**src/rtl/zero_pad_seq_if.sv**
```systemverilog
// -----------------------------------------------------------------------------
// zero_pad_seq_if
// Word stream handshake used on both sides of the zero-pad sequencer.
//   valid  : word on data/eop is valid (driven by master)
//   ready  : receiver accepts the word (driven by slave)
//   data   : DW-bit data word
//   eop    : marks the last word of a packet/slot
// A beat is valid & ready on the same rising edge.
// -----------------------------------------------------------------------------
interface zero_pad_seq_if #(
    parameter int DW = 64
);
    logic          valid;
    logic          ready;
    logic [DW-1:0] data;
    logic          eop;

    modport master (output valid, output data, output eop, input ready);
    modport slave  (input valid, input data, input eop, output ready);
endinterface

```
**src/rtl/zero_pad_seq.sv**
```systemverilog
// -----------------------------------------------------------------------------
// zero_pad_seq
// Sequences the write-out of one compressed block into a fixed BLK_WORDS slot:
// forwards comp_size_i+1 engine words unchanged, then emits all-zero words
// until the slot is full, flagging the final slot word with eop.
//
// Ports
//   clk          in   clock, all state on rising edge
//   rst          in   asynchronous active-high reset
//   start_i      in   begin a block (sampled only while idle)
//   comp_size_i  in   compressed length minus 1
//   eng          slave  stream from compression engine (eng.eop checked only)
//   mem          master stream toward memory-controller write port
//   busy_o       out  block in progress
//   done_o       out  one-cycle pulse after final slot word accepted
//   err_o        out  sticky: engine eop did not match the expected last word
//   pad_cnt_o    out  (ZPAD_STAT_EN only) saturating count of pad beats
//
// Configuration
//   ZPAD_STAT_EN : when defined, adds pad_cnt_o and its counter.
// -----------------------------------------------------------------------------
module zero_pad_seq #(
    parameter int DW        = 64,
    parameter int BLK_WORDS = 8,
    parameter int CW        = $clog2(BLK_WORDS)
) (
    input  logic           clk,
    input  logic           rst,
    input  logic           start_i,
    input  logic [CW-1:0]  comp_size_i,
    zero_pad_seq_if.slave  eng,
    zero_pad_seq_if.master mem,
    output logic           busy_o,
    output logic           done_o,
    output logic           err_o
`ifdef ZPAD_STAT_EN
    ,
    output logic [31:0]    pad_cnt_o
`endif
);

    typedef enum logic [1:0] {
        IDLE = 2'd0,
        DATA = 2'd1,
        PAD  = 2'd2
    } state_t;

    localparam logic [CW-1:0] LAST = CW'(BLK_WORDS - 1);

    state_t        state_q, state_d;
    logic [CW-1:0] len_r;
    logic [CW-1:0] cnt_r;
    logic          at_len;
    logic          beat;
    logic          last_beat;
    logic          err_set;

    assign at_len = (cnt_r == len_r);
    assign busy_o = (state_q != IDLE);

    // Next-state and stream outputs. DATA is a zero-latency pass-through so
    // the engine sees the memory controller's ready directly.
    always_comb begin
        // NOTE: every output of this block gets a default first so no path
        // leaves a value unassigned and no latch is inferred.
        state_d   = state_q;
        eng.ready = 1'b0;
        mem.valid = 1'b0;
        mem.data  = '0;
        mem.eop   = 1'b0;
        beat      = 1'b0;
        last_beat = 1'b0;
        err_set   = 1'b0;

        case (state_q)
            IDLE: begin
                if (start_i) state_d = DATA;
            end
            DATA: begin
                mem.valid = eng.valid;
                mem.data  = eng.data;
                eng.ready = mem.ready;
                // Only a full-length block ends the slot with engine data.
                mem.eop   = at_len && (len_r == LAST);
                beat      = eng.valid && mem.ready;
                err_set   = beat && (eng.eop != at_len);
                if (beat && at_len) begin
                    if (len_r == LAST) begin
                        state_d   = IDLE;
                        last_beat = 1'b1;
                    end else begin
                        state_d = PAD;
                    end
                end
            end
            PAD: begin
                mem.valid = 1'b1;
                mem.eop   = (cnt_r == LAST);
                beat      = mem.ready;
                if (beat && cnt_r == LAST) begin
                    state_d   = IDLE;
                    last_beat = 1'b1;
                end
            end
            default: state_d = IDLE;
        endcase
    end

    // NOTE: sequential state uses non-blocking assignments so every register
    // samples pre-edge values regardless of statement order.
    always_ff @(posedge clk or posedge rst) begin
        if (rst) state_q <= IDLE;
        else     state_q <= state_d;
    end

    always_ff @(posedge clk or posedge rst) begin
        if (rst) begin
            len_r  <= '0;
            cnt_r  <= '0;
            done_o <= 1'b0;
            err_o  <= 1'b0;
        end else begin
            done_o <= last_beat;
            if (err_set) err_o <= 1'b1;
            if (state_q == IDLE && start_i) begin
                len_r <= comp_size_i;
                cnt_r <= '0;
            end else if (beat && !last_beat) begin
                // The final beat does not advance, so cnt_r never wraps.
                cnt_r <= cnt_r + 1'b1;
            end
        end
    end

`ifdef ZPAD_STAT_EN
    logic pad_beat;
    assign pad_beat = (state_q == PAD) && mem.ready;

    always_ff @(posedge clk or posedge rst) begin
        if (rst)                              pad_cnt_o <= '0;
        else if (pad_beat && pad_cnt_o != '1) pad_cnt_o <= pad_cnt_o + 32'd1;
    end
`endif

endmodule
```
**src/flat_wrapper.sv**
```systemverilog
// flat-port wrapper written by rule: the top's interface ports become plain ports
module zero_pad_seq_flat 
#(
    parameter int DW        = 64,
    parameter int BLK_WORDS = 8,
    parameter int CW        = $clog2(BLK_WORDS)
)
  (clk, rst, start_i, comp_size_i, busy_o, done_o, err_o, eng_valid, eng_data, eng_eop, eng_ready, mem_valid, mem_data, mem_eop, mem_ready);
  zero_pad_seq_if #(.DW(DW)) eng_i ();
  zero_pad_seq_if #(.DW(DW)) mem_i ();
  input  logic clk;
  input  logic rst;
  input  logic start_i;
  input  logic [CW-1:0] comp_size_i;
  output logic busy_o;
  output logic done_o;
  output logic err_o;
  input wire logic [$bits(eng_i.valid)-1:0] eng_valid;
  input wire logic [$bits(eng_i.data)-1:0] eng_data;
  input wire logic [$bits(eng_i.eop)-1:0] eng_eop;
  output wire logic [$bits(eng_i.ready)-1:0] eng_ready;
  output wire logic [$bits(mem_i.valid)-1:0] mem_valid;
  output wire logic [$bits(mem_i.data)-1:0] mem_data;
  output wire logic [$bits(mem_i.eop)-1:0] mem_eop;
  input wire logic [$bits(mem_i.ready)-1:0] mem_ready;
  assign eng_i.valid = eng_valid;
  assign eng_i.data = eng_data;
  assign eng_i.eop = eng_eop;
  assign eng_ready = eng_i.ready;
  assign mem_valid = mem_i.valid;
  assign mem_data = mem_i.data;
  assign mem_eop = mem_i.eop;
  assign mem_i.ready = mem_ready;
  zero_pad_seq #(.DW(DW), .BLK_WORDS(BLK_WORDS), .CW(CW)) u_core (.clk(clk), .rst(rst), .start_i(start_i), .comp_size_i(comp_size_i), .eng(eng_i), .mem(mem_i), .busy_o(busy_o), .done_o(done_o), .err_o(err_o));
endmodule
```
**config.mk**
```make
export PLATFORM = sky130hd
export DESIGN_NAME = zero_pad_seq_flat
export DESIGN_NICKNAME = d
export VERILOG_FILES = /design/src/rtl/zero_pad_seq_if.sv /design/src/rtl/zero_pad_seq.sv /design/src/flat_wrapper.sv
export SDC_FILE = /design/constraint.sdc
export NUM_CORES = 1
export LEC_CHECK = 0
export BUFFER_PORTS_ARGS = -buffer_cell sky130_fd_sc_hd__buf_2
export CELL_PAD_IN_SITES_DETAIL_PLACEMENT = 1
export CELL_PAD_IN_SITES_GLOBAL_PLACEMENT = 1
export CORE_MARGIN = 5
export CORE_UTILIZATION = 17
export CTS_BUF_LIST = sky130_fd_sc_hd__clkbuf_8
export DETAILED_ROUTE_END_ITERATION = 10
export HOLD_SLACK_MARGIN = 0.06
export MAX_ROUTING_LAYER = met4
export PLACE_DENSITY_LB_ADDON = 0.25
export RECOVER_POWER = 100
export SLEW_MARGIN = 20
export SYNTH_ARGS = -nofsm -noshare
export SYNTH_HDL_FRONTEND = slang
export SYNTH_SLANG_ARGS = --single-unit
```
**constraint.sdc**
```tcl
create_clock -name clk -period 1.74 [get_ports clk]
set_clock_uncertainty 0.15 [all_clocks]
set_input_delay 0.261 -clock clk [delete_from_list [all_inputs] [get_ports clk]]
set_output_delay 0.261 -clock clk [all_outputs]
set_load 0.01 [all_outputs]
```
Word-level counts from Yosys, hierarchy flattened:

Cells that the tools add are included.

* equal/unequal tests: 9
* multiplexer cells: 17
* add/subtract/negate cells: 1
* reduce and logical (&&, ||, !) cells: 12

Operators with widths (count)
* 64-bit two-way mux: 1
* 2-bit two-way mux: 4
* 1-bit case mux with 2 select lines: 4
* 1-bit logical AND: 7
* 3-bit equality test, second input constant: 2
* 3-bit two-way mux: 2
* 2-bit case mux with 3 select lines: 1
* 1-bit two-way mux: 5
* 2-bit by 1-bit inequality test with 1-bit output, second input constant: 2
* 2-bit nonzero test: 2
* 3-bit by 1-bit adder with 3-bit output, second input constant: 1
* 3-bit equality test: 1
* 3-bit AND reduction: 1
* 2-bit by 1-bit equality test with 1-bit output, second input constant: 1
* 2-bit equality test, second input constant: 1
* 2-bit zero test: 1
* 2-bit inequality test, second input constant: 1
* 1-bit zero test: 1
* 1-bit inequality test: 1

* word-level logic and storage cells: 44
* register bits: 10
* output and inout bits: 70
* bits of input ports: 73

Depth between registers and ports, before layout:

Gate-level depths: netlist of the first run.

* depth after elaboration: 8
* mapped depth: 7
* mapped depth without buffers: 6

Worst setup path before layout of the first run:

No wires, ideal clock.

* path kind: register to output
* start: reg u_core.state_q[1]
* end: out mem_data[43]
* data required time: 1.329 ns
* buffers on the path: 3
* stages on the path, launching flop included: 7
* slack: 0.031 ns
* arrival: 1.298 ns
* cell sequence: dfrtp_1 > inv_1 > ha_1 > clkbuf_2 > buf_2 > clkbuf_1 > and2_1

* word-level cells in the longest chain between the ends: 2

RTL lines
* start: declaration: RTL line zero_pad_seq.sv:50 `state_t state_q, state_d;`
* start signal: assignment: RTL line zero_pad_seq.sv:113 `else state_q <= state_d;`
* 2-bit by 1-bit equality test with 1-bit output: RTL line zero_pad_seq.sv:75 `case (state_q)`
* 64-bit two-way mux: RTL line zero_pad_seq.sv:75
* end: declaration: RTL line flat_wrapper.sv:23 `output wire logic [$bits(mem_i.data)-1:0] mem_data;`

No other way between the ends.

Final worst setup path of the first run:

* start: reg u_core.state_q[0]
* end: out mem_data[4]

Same word-level chain as after synthesis.

==> results of run 1 <==
==> cell usage after synthesis (all sizes together) (2+ instances only) <==
| cell type | number | share of area |
|---|---|---|
| and2 | 65 | 0.38 |
| nand2 | 11 | 0.039 |
| dfrtp | 10 | 0.23 |
| clkbuf | 7 | 0.026 |
| ha | 6 | 0.070 |
| inv | 5 | 0.018 |
| a21oi | 4 | 0.019 |
| mux2 | 4 | 0.046 |
| nand3 | 3 | 0.014 |
| xnor2 | 3 | 0.025 |
| a21o | 2 | 0.015 |
| and3 | 2 | 0.013 |
| mux2i | 2 | 0.019 |
==> registers in the layout (all words and copies together) (netlist names) <==
| name | count |
|---|---|
| u_core.state_q | 2 |
| u_core.len_r | 3 |
| u_core.cnt_r | 3 |
| u_core.done_o | 1 |
| u_core.err_o | 1 |
==> how the worst max path moves through the flow <==
stage / end / slack (ns) / startpoint
after floorplan: mem_data[43] / 0.03 / u_core.state_q[1]
after global placement: u_core.cnt_r[0] / 0.002 / u_core.state_q[1]
after detailed placement: u_core.cnt_r[0] / -0.03 / u_core.state_q[1]
after CTS: mem_eop / -0.08 / u_core.state_q[1]
after global routing: mem_data[4] / -0.18 / u_core.state_q[1]
final: mem_data[4] / -0.12 / u_core.state_q[0]
==> worst max-delay path, cell delays in order, from the launching register on <==
cell,delay (ns)
dfrtp_1,0.42
ha_4,0.20
buf_4,0.16
clkbuf_16,0.16
and2_1,0.16
buf_6,0.12
==> routing by layer <==
layer / track usage / up-vias / share of wire
met3: 0.0387 / 14 / 0.095
met5: - / - / 0
li1: - / 764 / -
met4: 0.0311 / 0 / 0.023
met1: 0.132 / 735 / 0.31
met2: 0.313 / 77 / 0.58
==> repair_timing <==
action	4_1_cts	5_1_grt
pin swaps	3	5
hold buffers	1	0
endpoints found under the setup margin	70	71
setup buffers	8	3
endpoints found under the hold margin	10	0
gates resized for setup	71	53
gates cloned	4	2
==> metrics by stage <==
step	area, um2	hold slack, ns	worst slack [ns]
4_1_cts	2470	0.0985	-0.0767
2_1_floorplan	1070	-0.0488	0.0315
3_3_place_gp	1910	0.125	0.00231
5_1_grt	2750	0.0965	-0.180
6_report	2750	0.103	-0.120
3_5_place_dp	1910	0.123	-0.0260
==> layout by cell type, fill, tap and decap left out, drive strengths merged <==
cell type    instances
nand3b               1
clkbuf               9
o21bai               1
a31o                 1
nor4                 1
o2bb2ai              1
and2                65
a21oi                4
dlygate4sd3          1
nand4b               1
diode                1
mux2                 4
nor2b                1
a21boi               1
nand2               11
mux2i                2
nand4                1
nand2b               1
dfrtp               10
and3                 2
xnor2                3
inv                  5
ha                   6
nand3                3
buf                161
a21o                 2
xor2                 1
==> power by group through the flow <==
stage / clock network (W) / logic, W / registers (W)
3_5_place_dp: 0 / 0.00210 / 0.000378
3_3_place_gp: 0 / 0.00209 / 0.000376
4_1_cts: 0.000302 / 0.00330 / 0.000378
2_1_floorplan: 0 / 0.00118 / 0.000378
5_1_grt: 0.000320 / 0.00414 / 0.000393
6_report: 0.000295 / 0.00389 / 0.000380
==> layout make-up <==
cell class / instances / area [um2] / share of cell area
Timing Repair Buffer: 167 / 1390 / 0.507
Inverter: 5 / 23.8 / 0.00864
Antenna cell: 1 / 2.50 / 0.000910
Sequential cell: 10 / 250 / 0.0910
Multi-Input combinational cell: 113 / 931 / 0.338
Tap cell: 75 / 93.8 / 0.0341
Clock buffer: 4 / 55.1 / 0.0200
==> cells by family (layout without fill, tap and decap cells) <==
logic type	count (synthesis)	count (layout)	synth area share
other cells	0	1	0
fa+ha+maj	6	6	0.0703
mux	6	6	0.0645
simple gates	87	87	0.485
flops	10	10	0.234
xor+xnor	4	4	0.0328
buf+inv	13	176	0.0481
compound gates	10	10	0.0645
==> results.ini, run 1 <==
[run_status]
outcome = complete, but fails checks
violations = negative setup slack

[clock_network]
tritoncts.num_buffers = 3
clk_latency_ns = 0.24
clock-sinks = 10
clk_path_buf_depth = 2
clkTransAtPathRegs_ns = 0.05
root_buffer = clkbuf_8
cts_tree = done
h-tree-depth = 1

[synthesis]
ys.flop_type = dfrtp_1
yosysSeqAreaShare = 0.234
syn_avg_cell_area_um2 = 7.85
synth-edff-count = 0
synth_area_um2 = 1070
synth.distinct_cells = 29
ys_ff_latch = 10
ys.warnings.count = 0
synth_nets = 215
synth_async_sr_flop_share = 1.00
synth_cells = 136

[floorplanning]
core.rowCount = 28
dieArea_um2 = 7960
die_h_um = 89.2
die_w_um = 89.2
initial_utilization = 0.177
io_pins = 143
core_region_area_um2 = 6030

[global_route]
grt_max_degree = 27
gr-total-overflow = 0
grt_pass1_wl_mm = 8.91
grt.total_usage = 0.150
antenna_found_initial = 1
first_global_vias = 1673

[critical_path]
end_kind = primary output
r2r_end = u_core.state_q[0]
r2r-start = u_core.state_q[1]
arrival_ns = 1.45
worstSetupPathType = reg -> out
r2r_cells = 7
cp_max_fo = 13
rrSetupSlack_ns = -0.05
worstPathRequired_ns = 1.33
critPathLaunchType = register

[sta]
slew_headroom = 0.721
timing.final.ws_setup_ns = -0.120
hold_viol_final = 0
finalCritPeriodShare = 1.07
fin_crit_ns = 1.86
setup_violations = 69
max_freq_mhz = 538
fin_setup_tns_ns = -4.53
report.final.slew_viol_count = 0
worstMarginPinSlew_ns = 0.418
rsz0062_at_grt = yes

[worst_hold_path]
holdPathStages = 2
hold_end = u_core.len_r[1]
min_path_type = in -> reg
hp-start = comp_size_i[1]

[power_and_ir_drop]
p_leak_nw = 1.44
p_switching_w = 0.00171
power_w = 0.00457
internal-power_w = 0.00286
seqPwrFrac = 0.083
clkPwrFrac = 0.064
power_density_nw_per_um2 = 1660
vdd_drop_max_v = 0.000790
combPwrFrac = 0.852
sw_frac_of_total = 0.373

[job]
cap_violations = 0

[cells_and_area]
fillers = 700
layout.cells.non_filler = 375
nets = 379
area_delta_synth_final_pct = 158
drive_gt1_frac = 0.756
fin_util = 0.456

[route]
drtIter0Drc = 11
antenna_left = 0
vias = 1590
wl_per_cell_um = 18.6
routed_via_density = 4.24
drcViolationCount = 0
drtPass1Iterations = 4
wirelength_mm = 6.97

[place]
numPlacedInstances = 353
gp_congestion = 0.810
dpl.hpwl_mm = 4.66
port-buffer-count = 142

(Power assumes the default switching activity.)
==> run 2: changes to the inputs <==
ABC_AREA = 1   (was unset)
HOLD_SLACK_MARGIN = unset   (was 0.06)
MAX_ROUTING_LAYER = unset   (was met4)
==> results.ini, run 2 <==
[cells_and_area]
fin_util = 0.347  ; -0.110
reg_top3 = u_core.cnt_r x3, u_core.len_r x3, u_core.state_q x2
final_common_cell = buf_2
layout.cells.non_filler = 479  ; +28%
fillers = 946  ; +35%
area_delta_synth_final_pct = 97.4
diodes = 0  ; -1
drive_gt1_frac = 0.486  ; -0.270
nets = 464  ; +22%
final_cell_mix = buf_2 (127), nand2_1 (92), inv_1 (76)

[critical_path]
worstSetupPathType = reg -> out
cp_top_family = flip-flops
crit_slowest_cell = dfrtp_1
crit_chain = inv_2, ha_4, inv_4, nor2_4, nand3_2, a21oi_2, buf_2
cp_max_fo = 5  ; -8
worstPathRequired_ns = 1.33  ; about the same
critPathLaunchType = register
worst-path-buf-inv = 3  ; unchanged
end_kind = primary output
r2r_cells = 10  ; +3
cpPeakStageDelay_ns = 0.39  ; -0.03 ns
arrival_ns = 1.41  ; -0.04 ns
worst-path-stages = 7  ; +2

[job]
cap_violations = 0  ; unchanged

[sta]
timing.final.ws_setup_ns = -0.0801  ; +0.0401 ns
rsz0062_at_grt = yes
hold_viol_final = 0  ; unchanged
fin_setup_tns_ns = -2.27  ; +2.27 ns
slew_headroom = 0.735  ; +0.0145
report.final.slew_viol_count = 0  ; unchanged
setup_violations = 43  ; -38%
fin_crit_ns = 1.82  ; -0.0401 ns
worstMarginPinSlew_ns = 0.396  ; -0.0218 ns
finalCritPeriodShare = 1.05  ; -0.0231
max_freq_mhz = 549  ; +2.2%

[clock_network]
cts_tree = done
clkTransAtPathRegs_ns = 0.04  ; about the same
clk_path_buf_depth = 2  ; unchanged
root_buffer = clkbuf_8
h-tree-depth = 1  ; unchanged
clk_latency_ns = 0.23  ; about the same
tritoncts.num_buffers = 3  ; unchanged
clock-sinks = 10  ; unchanged

[place]
dpl.hpwl_mm = 4.68  ; +0.52%
numPlacedInstances = 463  ; +31%
gp_congestion = 0.725  ; -10%
port-buffer-count = 142  ; unchanged

[synthesis]
synthTopCellsByArea = nand2_1 (29%), inv_1 (26%), dfrtp_1 (21%)
synth_area_um2 = 1200  ; +12%
synth_nets = 309  ; +44%
synth_async_sr_flop_share = 1.00  ; unchanged
ys.warnings.count = 0  ; unchanged
ys_ff_latch = 10  ; unchanged
syn_avg_cell_area_um2 = 5.22  ; -34%
yosysMostFrequentCell = nand2_1
synth-edff-count = 0  ; unchanged
ys.flop_type = dfrtp_1
synthTopCellsByCount = nand2_1 (94), inv_1 (83), dfrtp_1 (10), nand3_1 (7), ha_1 (6)
synth_cells = 230  ; +69%
synth_top_area_cell = nand2_1
synth_top_area_frac = 0.294  ; -0.0870
yosysSeqAreaShare = 0.209  ; -0.0259
synth.distinct_cells = 18  ; -38%

[power_and_ir_drop]
vdd_drop_max_v = 0.000495  ; -37%
power_density_nw_per_um2 = 1400  ; -16%
p_leak_nw = 1.80  ; +25%

[global_route]
grt.total_usage = 0.112  ; -0.0380
grt_pass1_wl_mm = 8.18  ; -8.2%
first_global_vias = 1748  ; +4.5%
gr-total-overflow = 0  ; unchanged
grt_max_degree = 35  ; +30%
antenna_found_initial = 0  ; -1

[floorplanning]
die_h_um = 94.0  ; +5.4%
dieArea_um2 = 8840  ; +11%
core.rowCount = 30  ; +7.1%
die_w_um = 94.0  ; +5.4%
core_region_area_um2 = 6830  ; +13%
initial_utilization = 0.176  ; -0.00148
io_pins = 143  ; unchanged

[worst_hold_path]
min_path_type = in -> reg
holdPathStages = 3  ; +1

[route]
drtPass1Iterations = 4  ; unchanged
wl_per_cell_um = 12.4  ; -33%
vias = 1812  ; +14%
drtIter0Drc = 19  ; +8
wirelength_mm = 5.94  ; -15%
routed_via_density = 3.78  ; -11%
drcViolationCount = 0  ; unchanged
antenna_left = 0  ; unchanged

[run_status]
violations = negative setup slack
outcome = complete, but fails checks

## run 2: path summary, 6_finish.rpt
kind | slack (ns) | startpoint | end
worst max-delay path | -0.08 | u_core.state_q[1] | mem_eop
worst min-delay path | 0.08 | comp_size_i[0] | u_core.len_r[0]
worst max register to register | 0.03 | u_core.state_q[1] | u_core.cnt_r[0]
worst min register to register | 0.34 | u_core.err_o | u_core.err_o
max in group asynchronous | 0.73 | rst | u_core.state_q[0]
min in group asynchronous | 0.40 | rst | u_core.cnt_r[1]
## run 2: final cells by class
type                       instances  area, um2  area share
clock buffer                       3       41.3      0.0174
inverter                          83        317       0.134
multi-input combinational        129        676       0.285
sequential                        10        253       0.107
tap                               96        120      0.0507
timing repair buffer             158        962       0.406
## run 2: timing repair
| item | CTS | global route |
|---|---|---|
| setup endpoints to repair | 67 | 71 |
| gates resized for setup | 15 | 30 |
| hold buffers | 1 | 0 |
| endpoints found under the hold margin | 10 | 0 |
| setup buffers | 6 | 6 |
| pin swaps | 3 | 9 |
| cloned | 0 | 2 |
## run 2: stage by stage
stage	setup WS (ns)	hold slack, ns	power [W]	instance area [um2]
3_5_place_dp	-0.0299	0.118	0.00250	2020
3_3_place_gp	0.0277	0.133	0.00248	2020
6_report	-0.0801	0.0820	0.00332	2370
2_1_floorplan	0.0904	-0.0488	0.00171	1200
5_1_grt	-0.162	0.0937	0.00365	2370
4_1_cts	-0.0586	0.0815	0.00294	2180
## run 2: cell families after synthesis
kind of cell	Yosys count	share of synthesized area
buf+inv	91	0.290
compound gates	8	0.0417
simple gates	113	0.383
flops	10	0.209
xor+xnor	2	0.0146
fa+ha+maj	6	0.0626
## run 2: routing by layer
layer,track usage,part of all wire,vias to the layer above
met3,0.0192,0.075,4
li1,-,-,928
met2,0.235,0.56,73
met4,0.0229,0.0082,0
met1,0.113,0.36,807
met5,0,0,-
## run 2: power by group
group          internal (W)  switching (W)  total [W]  leakage [nW]
Sequential         0.000337       0.000110   0.000447         0.122
Clock              0.000151      0.0000834   0.000234        0.0216
Combinational       0.00118        0.00146    0.00264          1.66
## run 2: tightest hold or removal path: cells and delay by family
family / cells / cell delay (ns)
buf+inv: 1 / 0.07
simple gates: 2 / 0.10
==> run 3: changes to the inputs <==
SETUP_SLACK_MARGIN = 0.02   (was unset)
==> results.ini, run 3 (synthesized netlist as in run 2, its figures left out) <==
[sta]
whs_ns = 0.0820  ; unchanged
report.final.slew_viol_count = 0  ; unchanged
timing.final.ws_setup_ns = -0.0786  ; +0.00153 ns
rsz0062_at_grt = yes
setup_violations = 43  ; unchanged
hold_viol_final = 0  ; unchanged
max_freq_mhz = 550  ; about the same
fin_setup_tns_ns = -2.27  ; -0.00143 ns
slew_headroom = 0.735  ; unchanged
worstMarginPinSlew_ns = 0.396  ; unchanged
finalCritPeriodShare = 1.05  ; about the same
fin_crit_ns = 1.82  ; -0.00153 ns

[cells_and_area]
fin_util = 0.347  ; +0.000550
diodes = 0  ; unchanged
drive_gt1_frac = 0.488  ; +0.00261
final_cell_area_um2 = 2370  ; +0.16%
area_delta_synth_final_pct = 97.7
fillers = 943  ; -0.32%
nets = 464  ; unchanged
layout.cells.non_filler = 479  ; unchanged
reg_top3 = u_core.cnt_r x3, u_core.len_r x3, u_core.state_q x2
final_cell_mix = buf_2 (127), nand2_1 (92), inv_1 (76)
final_common_cell = buf_2

[place]
port-buffer-count = 142  ; unchanged
dpl.hpwl_mm = 4.68  ; unchanged
numPlacedInstances = 463  ; unchanged
dpl_cell_area_um2 = 2020  ; unchanged
gp_congestion = 0.725  ; unchanged

[floorplanning]
dieArea_um2 = 8840  ; unchanged
die_w_um = 94.0  ; unchanged
io_pins = 143  ; unchanged
initial_utilization = 0.176  ; unchanged
core_region_area_um2 = 6830  ; unchanged
die_h_um = 94.0  ; unchanged
core.rowCount = 30  ; unchanged

[power_and_ir_drop]
internal-power_w = 0.00167  ; about the same
vdd_drop_max_v = 0.000496  ; about the same
power_density_nw_per_um2 = 1400  ; about the same
sw_frac_of_total = 0.498  ; +0.000722
p_switching_w = 0.00166  ; +0.29%
combPwrFrac = 0.795  ; about the same
clkPwrFrac = 0.070  ; about the same
seqPwrFrac = 0.134  ; about the same
p_leak_nw = 1.80  ; about the same

[worst_hold_path]
min_path_type = in -> reg

[route]
antenna_left = 0  ; unchanged
wl_per_cell_um = 12.5  ; +0.35%
routed_via_density = 3.77  ; -0.22%
wirelength_mm = 5.96  ; +0.35%
drtIter0Drc = 17  ; -2
vias = 1808  ; -0.22%
drtPass1Iterations = 4  ; unchanged
drcViolationCount = 0  ; unchanged

[critical_path]
worstSetupPathType = reg -> out
critPathLaunchType = register
cp_max_fo = 9  ; +4
arrival_ns = 1.41  ; about the same
end_kind = primary output
worstPathRequired_ns = 1.33  ; about the same

[clock_network]
clk_path_buf_depth = 2  ; unchanged
tritoncts.num_buffers = 3  ; unchanged
cts_tree = done
clkTransAtPathRegs_ns = 0.04  ; about the same
root_buffer = clkbuf_8
clk_latency_ns = 0.23  ; about the same
h-tree-depth = 1  ; unchanged
clock-sinks = 10  ; unchanged

[global_route]
first_global_vias = 1750  ; +0.11%
gr-total-overflow = 0  ; unchanged
grt_pass1_wl_mm = 8.18  ; about the same
grt.total_usage = 0.113  ; +0.000167
antenna_found_initial = 0  ; unchanged
grt_max_degree = 35  ; unchanged

[run_status]
violations = negative setup slack
outcome = complete, but fails checks

[job]
cap_violations = 0  ; unchanged

[run 3: cell counts in the layout (fill, tap and decap cells not counted)]
No cell type changed its count.
[run 3: final timing paths]
kind,from,end,slack (ns),cells after the start
max in group asynchronous,rst,u_core.state_q[0],0.73,3
worst min register to register,u_core.err_o,u_core.err_o,0.34,1
worst min-delay path,comp_size_i[0],u_core.len_r[0],0.08,3
worst max-delay path,u_core.state_q[0],mem_data[38],-0.08,6
min in group asynchronous,rst,u_core.cnt_r[1],0.40,3
worst max register to register,u_core.state_q[1],u_core.cnt_r[0],0.04,10
[run 3: worst max-delay path, stage by stage (launching register included)]
cell and delay [ns]:
dfrtp_2 0.44, ha_4 0.21, buf_4 0.15, clkbuf_16 0.16, nand2_1 0.06, inv_1 0.03, buf_2 0.13
[run 3: timing repair]
action	CTS	global route
resized for setup	17	29
hold buffers	1	0
endpoints found under the hold margin	10	0
cloned	0	2
buffers inserted	6	6
endpoints found under the setup margin	67	71
pin swaps	3	9
[run 3: power groups by stage]
stage / logic [W] / clock network (W) / registers, W
2_1_floorplan: 0.00130 / 0 / 0.000406
3_3_place_gp: 0.00206 / 0 / 0.000419
3_5_place_dp: 0.00207 / 0 / 0.000424
4_1_cts: 0.00229 / 0.000243 / 0.000436
5_1_grt: 0.00293 / 0.000256 / 0.000468
6_report: 0.00265 / 0.000234 / 0.000447
[run 3: final cells by class]
cell class	instances	area [um2]	share of cell area
Timing Repair Buffer	158	962	0.406
Clock buffer	3	41.3	0.0174
Multi-Input combinational cell	129	679	0.286
Inverter	83	317	0.133
Tap cell	96	120	0.0506
Sequential cell	10	253	0.107
[run 3: metrics by stage]
step	total power, W	setup slack (ns)
floorplan	0.00171	0.0904
global placement	0.00248	0.0277
detailed placement	0.00250	-0.0299
CTS	0.00297	-0.0586
global route	0.00366	-0.164
finish	0.00333	-0.0786
[run 3: metal layers]
| metal | vias to the layer above | GRT usage | share of wire |
|---|---|---|---|
| met1 | 803 | 0.113 | 0.36 |
| met2 | 73 | 0.235 | 0.56 |
| met3 | 4 | 0.0192 | 0.075 |
| met4 | 0 | 0.0229 | 0.0082 |
| li1 | 928 | - | - |
| met5 | - | 0 | 0 |
